==> config.mk <==
export PLATFORM = sky130hd
export DESIGN_NAME = ps2_matrix
export DESIGN_NICKNAME = d
export VERILOG_FILES = /design/src/rtl/ps2_matrix.sv
export SDC_FILE = /design/constraint.sdc
export NUM_CORES = 1
export LEC_CHECK = 0
export CELL_PAD_IN_SITES_DETAIL_PLACEMENT = 1
export CELL_PAD_IN_SITES_GLOBAL_PLACEMENT = 1
export CORE_UTILIZATION = 45
export CTS_CLUSTER_SIZE = 20
export DETAILED_ROUTE_END_ITERATION = 7
export DONT_BUFFER_PORTS = 1
export PLACE_DENSITY_LB_ADDON = 0.05
export RECOVER_POWER = 50
export SLEW_MARGIN = 25
export SYNTH_ARGS = -nofsm -noshare
export SYNTH_HDL_FRONTEND = slang
export SYNTH_SLANG_ARGS = --single-unit
==> constraint.sdc <==
create_clock -name clock -period 4.4 [get_ports clock]
set_clock_uncertainty 0.1 [all_clocks]
set_input_delay 0.88 -clock clock [delete_from_list [all_inputs] [get_ports clock]]
set_output_delay 0.88 -clock clock [all_outputs]
set_load 0.01 [all_outputs]
==> src/rtl/ps2_matrix.sv <==
// PS/2 keyboard receiver that turns scancodes into a key matrix scanned through row selects.
// Received bytes are looked up externally (map_code/map_req -> map_hit/map_row/map_col).
module ps2_matrix #(
  parameter int ROWS    = 8,
  parameter int COLS    = 8,
  parameter int FILTER  = 8,
  parameter int TIMEOUT = 1023
) (
  input  logic            clock,
  input  logic            reset,
  input  logic            ce,
  input  logic [1:0]      ps2,
  output logic [8:0]      map_code,
  output logic            map_req,
  input  logic            map_hit,
  input  logic [3:0]      map_row,
  input  logic [3:0]      map_col,
  input  logic [ROWS-1:0] a,
  output logic [COLS-1:0] q,
  output logic            code_valid,
  output logic [7:0]      code,
  output logic            error
);

  localparam int TW = $clog2(TIMEOUT + 1);

  typedef enum logic [1:0] {IDLE, DATA, PARITY, STOP} state_t;

  logic [1:0]        sync1, sync2;
  logic [FILTER-1:0] filt;
  logic [FILTER-1:0] filt_next;
  logic              fclk;
  logic              fall;
  logic              din;

  state_t            state, state_next;
  logic [2:0]        bit_cnt;
  logic [7:0]        shreg;
  logic              par_bit;
  logic [TW-1:0]     tcnt;
  logic              accept, fault, timeout;
  logic              rx_ok;

  logic              ext, rel, rel_l;
  logic [ROWS-1:0][COLS-1:0] key;

  // Both PS/2 lines idle high, so the synchronizer resets to ones.
  always_ff @(posedge clock or posedge reset) begin
    if (reset) begin
      sync1 <= 2'b11;
      sync2 <= 2'b11;
    end else begin
      sync1 <= ps2;
      sync2 <= sync1;
    end
  end

  assign filt_next = {filt[FILTER-2:0], sync2[0]};
  assign din       = sync2[1];
  assign fall      = ce & fclk & (filt_next == '0);

  always_ff @(posedge clock or posedge reset) begin
    if (reset) begin
      filt <= '1;
      fclk <= 1'b1;
    end else if (ce) begin
      filt <= filt_next;
      if (&filt_next)
        fclk <= 1'b1;
      else if (~|filt_next)
        fclk <= 1'b0;
    end
  end

  always_ff @(posedge clock or posedge reset) begin
    if (reset)
      state <= IDLE;
    else
      state <= state_next;
  end

  always_comb begin
    state_next = state;
    accept     = 1'b0;
    fault      = 1'b0;
    timeout    = ce & ~fall & (state != IDLE) & (tcnt == TW'(TIMEOUT - 1));
    if (timeout) begin
      state_next = IDLE;
      fault      = 1'b1;
    end else if (fall) begin
      case (state)
        IDLE:    if (!din) state_next = DATA;
        DATA:    if (bit_cnt == 3'd7) state_next = PARITY;
        PARITY:  state_next = STOP;
        STOP: begin
          if (din && (^{shreg, par_bit}))
            accept = 1'b1;
          else
            fault = 1'b1;
          state_next = IDLE;
        end
        default: state_next = IDLE;
      endcase
    end
  end

  always_ff @(posedge clock or posedge reset) begin
    if (reset) begin
      bit_cnt    <= '0;
      shreg      <= '0;
      par_bit    <= 1'b0;
      tcnt       <= '0;
      rx_ok      <= 1'b0;
      error      <= 1'b0;
      code       <= '0;
      code_valid <= 1'b0;
    end else begin
      if (fall)
        tcnt <= '0;
      else if (ce)
        tcnt <= (state == IDLE) ? '0 : tcnt + 1'b1;
      if (fall && state == IDLE)
        bit_cnt <= '0;
      if (fall && state == DATA) begin
        shreg   <= {din, shreg[7:1]};
        bit_cnt <= bit_cnt + 1'b1;
      end
      if (fall && state == PARITY)
        par_bit <= din;
      rx_ok      <= accept;
      error      <= fault;
      code_valid <= rx_ok;
      if (rx_ok)
        code <= shreg;
    end
  end

  // Decode runs every clock; rel is latched so the matrix update one clock later sees it.
  always_ff @(posedge clock or posedge reset) begin
    if (reset) begin
      ext      <= 1'b0;
      rel      <= 1'b0;
      rel_l    <= 1'b0;
      map_req  <= 1'b0;
      map_code <= '0;
      key      <= '0;
    end else begin
      map_req <= 1'b0;
      if (map_req && map_hit) begin
        for (int r = 0; r < ROWS; r++)
          for (int c = 0; c < COLS; c++)
            if (map_row == 4'(r) && map_col == 4'(c))
              key[r][c] <= ~rel_l;
      end
      if (error) begin
        ext <= 1'b0;
        rel <= 1'b0;
      end else if (code_valid) begin
        case (code)
          8'hE0: ext <= 1'b1;
          8'hF0: rel <= 1'b1;
          8'h00, 8'hFF: begin
            ext <= 1'b0;
            rel <= 1'b0;
            key <= '0;
          end
          default: begin
            map_req  <= 1'b1;
            map_code <= {ext, code};
            rel_l    <= rel;
            ext      <= 1'b0;
            rel      <= 1'b0;
          end
        endcase
      end
    end
  end

  always_comb begin
    q = '0;
    for (int r = 0; r < ROWS; r++)
      for (int c = 0; c < COLS; c++)
        if (a[r] && key[r][c])
          q[c] = 1'b1;
  end

endmodule

# [Yosys cells after proc, flatten, opt, wreduce, memory -nomap -nowiden]
# Cells that the tools add are included.
# Widths: inputs -> output; s select.
[classes] add_sub_neg=2 eq_ne=27 n_mux=161 bitwise_logic=9 reduce_logical=153
[ops] op="$mux 64" count=4
[ops] op="$mux 1" count=145
[ops] op="$logic_and 1x1->1" count=133
[ops] op="$eq 4x3->1 const B" count=8
[ops] op="$mux 10" count=3
[ops] op="$eq 8x8->1 const B" count=3
[ops] op="$eq 4x2->1 const B" count=4
[ops] op="$logic_not 8->1" count=2
[ops] op="$add 10x1->10 const B" count=1
[ops] op="$eq 10x10->1 const B" count=1
[ops] op="$reduce_bool 2->1" count=5
[ops] op="$reduce_xor 9->1" count=1
[ops] op="$eq 4x1->1 const B" count=2
[ops] op="$logic_not 4->1" count=2
[ops] op="$mux 2" count=4
[ops] op="$pmux 2 s4" count=1
[ops] op="$reduce_and 8->1" count=1
[ops] op="$reduce_or 8->1" count=1
[ops] op="$mux 3" count=2
[ops] op="$ne 2x2->1 const B" count=3
[ops] op="$ne 3x3->1 const B" count=2
[ops] op="$reduce_and 2->1" count=3
[ops] op="$reduce_and 3->1" count=2
[ops] op="$and 1x1->1" count=5
[ops] op="other kinds (9)" count=14
[totals] reg_bits=124 inputBits=22 output_inout_bits=28

# [Longest topological paths before layout]
[depth] depth_word=9 mapped_depth=7 depth_no_buf=7

# [Worst setup path before layout]
# No wires, ideal clock.
[synth_timing] kind="input to output" startpoint="input a[1]" endpoint="output q[0]" arrival_time_ns=1.379 required_time_ns=3.420 slack_ns=2.041 cell_stages=3 n_path_buf=1 path_cell_list="clkbuf_1 -> a22oi_1 -> nand4_1"
[synth_between] elab_chain_len=8
[synth_lines] element="start, declared" line="18" text="input logic [ROWS-1:0] a,"
[synth_lines] element="$logic_and 1x1->1" line="183" text="if (a[r] && key[r][c])"
[synth_lines] element="$mux 1 (7 in series)" line="183"
[synth_lines] element="end, declared" line="19" text="output logic [COLS-1:0] q,"
# No other way between the ends.

# [Worst setup path in the final report]
[layout_timing] startpoint="register code[1]" endpoint="register key[16] (netlist bit)"
[layout_between] elab_chain_len=5 word_cells_on_any_way=6 cone_classes="eq/ne: 1; mux: 3; reduce/logical: 2"
[layout_lines] element="start, declared" line="21" text="output logic [7:0] code,"
[layout_lines] element="start signal, assigned" line="134" text="code <= shreg;"
[layout_lines] element="$eq 8x8->1 / $logic_not 8->1 (equally long branches)" line="159" text="case (code)"
[layout_lines] element="$reduce_or 2->1 *"
[layout_lines] element="$mux 64 *" line="159"
[layout_lines] element="$mux 64 *" line="158" text="end else if (code_valid) begin"
[layout_lines] element="$mux 64 *" line="155" text="if (error) begin"
[layout_lines] element="end signal, assigned by index" line="153" text="key[r][c] <= ~rel_l;"
[layout_lines] element="end, declared" line="45" text="logic [ROWS-1:0][COLS-1:0] key;"
# Mark *: on every way between the ends. The rest lies on a longest branch, timed or not.
# A chain may end at the register's enable or synchronous reset.

==> flow_summary.ini <==
[floorplan]
initial_core_util = 0.466
fp.dieH_um = 117
core_area_mm2 = 0.0127
die_width_um = 117
die_area_mm2 = 0.0136
rows = 41
ios = 50

[clock_tree]
post_cts_buffers = 0
postCtsHoldBufs = 0
clock_latency_ps = 420
root_buffer = clkbuf_16
ctsResizeCount = 0
numCtsBuffers = 17
clk_path_buf_depth = 2
clk_pin_slew_ps = 60
cts_tree = yes
h-tree-depth = 4
clkSinkCount = 124

[placement]
dpl.hpwl_mm = 9.84
place_ws_ps = 1940
portBuffers = 0
place_congestion = 0.785
dpl.cell_count = 709

[yosys]
synth_cell_types = 52
synthCells = 577
syn_nets = 607
synthArstFlopShare = 1.00
yosys_warnings = 0
avgSynthCellArea_um2 = 10.3
ys_seq_elements = 124
synth-edff-count = 0
synth_seq_area_share = 0.526
ys.flop_type = dfrtp_1
synth_area_mm2 = 0.00593

[critical_path]
crit_path_end_kind = flop
crit_chain = nor4_1, nand2_1, a21oi_4, buf_4, a21oi_1
cp_max_fo = 46
slowest_delay_ps = 540
start_kind = flop
worstSetupPathType = flop to flop
cp.arrival_ps = 2770
required_ps = 4570
cp_slowest_cell = buf_4

[final_layout]
drive_gt1_frac = 0.158
fillers = 1436
diodes = 0
area_delta_synth_final_pct = 10.6
layout_commonest_cell = dfrtp_1
layout.cells.non_filler = 741
fin_util = 0.515
fin_nets = 586
seq_area_mm2 = 0.00312
multi_input_area_mm2 = 0.00258
most-common-layout-cells = dfrtp_1 (112), o21ai_0 (73), a21oi_1 (67)

[power_and_ir_drop]
leakage_nw = 2.79
p_total_mw = 2.57
ir_drop_uv = 251
p_per_area_mw_per_mm2 = 392

[timing]
max_freq_ghz = 0.384
setup_ws_ps = 1800
slew_headroom = 0.0781
tns_ps = 0
rsz0062_at_grt = no
maxSlewViolCount = 0
period_share = 0.591
finalCriticalPeriod_ps = 2600
worstMarginPinSlew_ps = 1380
finalSetupViolCount = 0
hold_viol = 0

[hold_path]
hold_path_class = flop to flop

[detailed_routing]
ant_nets = 0
wirelength_met1_mm = 6.81
wl_met3_um = 594
routed-wl-met2_mm = 7.67
wl_per_cell_um = 20.6
drtIter0Drc = 275
wirelength_mm = 15.2
drc = 0
highest_layer = met4
vias = 4392
first_pass_iters = 4
via_per_inst = 5.93

[global_route]
grt_max_degree = 78
antenna_found_initial = 0
overflow = 0
grt_pass1_vias = 4584
grt_pass1_wl_mm = 24.3
grt_usage = 0.241

[run_status]
status = completed

[job]
drv_cap = 0
==> logic make-up after synthesis <==
kind of cell / synth area share
compound gates: 0.188
simple gates: 0.152
flops: 0.526
buf+inv: 0.0397
mux: 0.0623
xor+xnor: 0.0156
fa+ha+maj: 0.0169
==> where the power goes <==
group	total [mW]	switching (mW)	internal, mW	leakage, nW
logic	0.0612	0.0434	0.0179	0.833
registers	1.18	0.0152	1.17	1.69
clock network	1.33	0.543	0.784	0.266
==> critical path: cells and delay by family (launching register included) <==
family          cells  cell delay [ps]
flops               1              460
compound gates      2              610
buf+inv             1              540
simple gates        2              700
==> final cells by class <==
| cell class | instances | share of cell area |
|---|---|---|
| multi-input combinational | 396 | 0.393 |
| timing repair buffer | 4 | 0.00344 |
| tap | 172 | 0.0328 |
| clock inverter | 15 | 0.0220 |
| clock buffer | 17 | 0.0649 |
| inverter | 13 | 0.00821 |
| sequential | 124 | 0.476 |
==> flip-flops by register name (all words and copies together), names as in the netlist <==
name and flops:
tcnt 10, bit_cnt 3, code 8, rel 1
rx_ok 1, map_code 9, ext 1, state 2
filt 7, code_valid 1, fclk 1, shreg 8
par_bit 1, sync2 2, rel_l 1, sync1 2
map_req 1, key 64, error 1
==> synthesized netlist by cell type (all sizes together) (2+ instances only) <==
master | count | share of area
a21o | 2 | 0.0025
a21oi | 68 | 0.058
a22o | 2 | 0.0030
a22oi | 32 | 0.041
a32o | 3 | 0.0051
and3 | 3 | 0.0032
buf | 10 | 0.0097
clkbuf | 34 | 0.022
dfrtp | 112 | 0.47
dfstp | 12 | 0.053
ha | 8 | 0.017
inv | 13 | 0.0082
mux2 | 31 | 0.059
mux2i | 2 | 0.0034
nand2 | 35 | 0.025
nand3 | 7 | 0.0068
nand4 | 11 | 0.012
nor2 | 10 | 0.0063
nor2b | 5 | 0.0053
nor3 | 4 | 0.0042
nor3b | 3 | 0.0057
nor4 | 4 | 0.0063
o21a | 2 | 0.0025
o21ai | 75 | 0.063
o22ai | 3 | 0.0032
o31ai | 3 | 0.0038
or3 | 64 | 0.068
xnor2 | 7 | 0.010
==> metal layers <==
layer / GRT usage / vias to the layer above
li1: - / 2069
met3: 0.0597 / 14
met1: 0.309 / 2236
met4: 0.0726 / 0
met5: 0 / -
met2: 0.404 / 73
==> stage by stage <==
stage | area, um^2 | hold WS, ps
2_1_floorplan | 5930 | 245
4_1_cts | 6570 | 259
6_report | 6560 | 257
5_1_grt | 6560 | 263
3_5_place_dp | 6000 | 250
3_3_place_gp | 6000 | 247
==> worst paths after layout <==
| check | startpoint | to | slack [ps] | depth (start not counted) |
|---|---|---|---|---|
| worst max-delay path | code[1] | key[16] | 1800 | 5 |
| worst min-delay path | sync1[0] | sync2[0] | 260 | 0 |
| worst max register to register | code[1] | key[16] | 1800 | 5 |
| worst min register to register | sync1[0] | sync2[0] | 260 | 0 |
| max in group asynchronous | reset | key[16] | 2140 | 2 |
| min in group asynchronous | reset | map_req | 340 | 1 |
(Power assumes the default switching activity.)
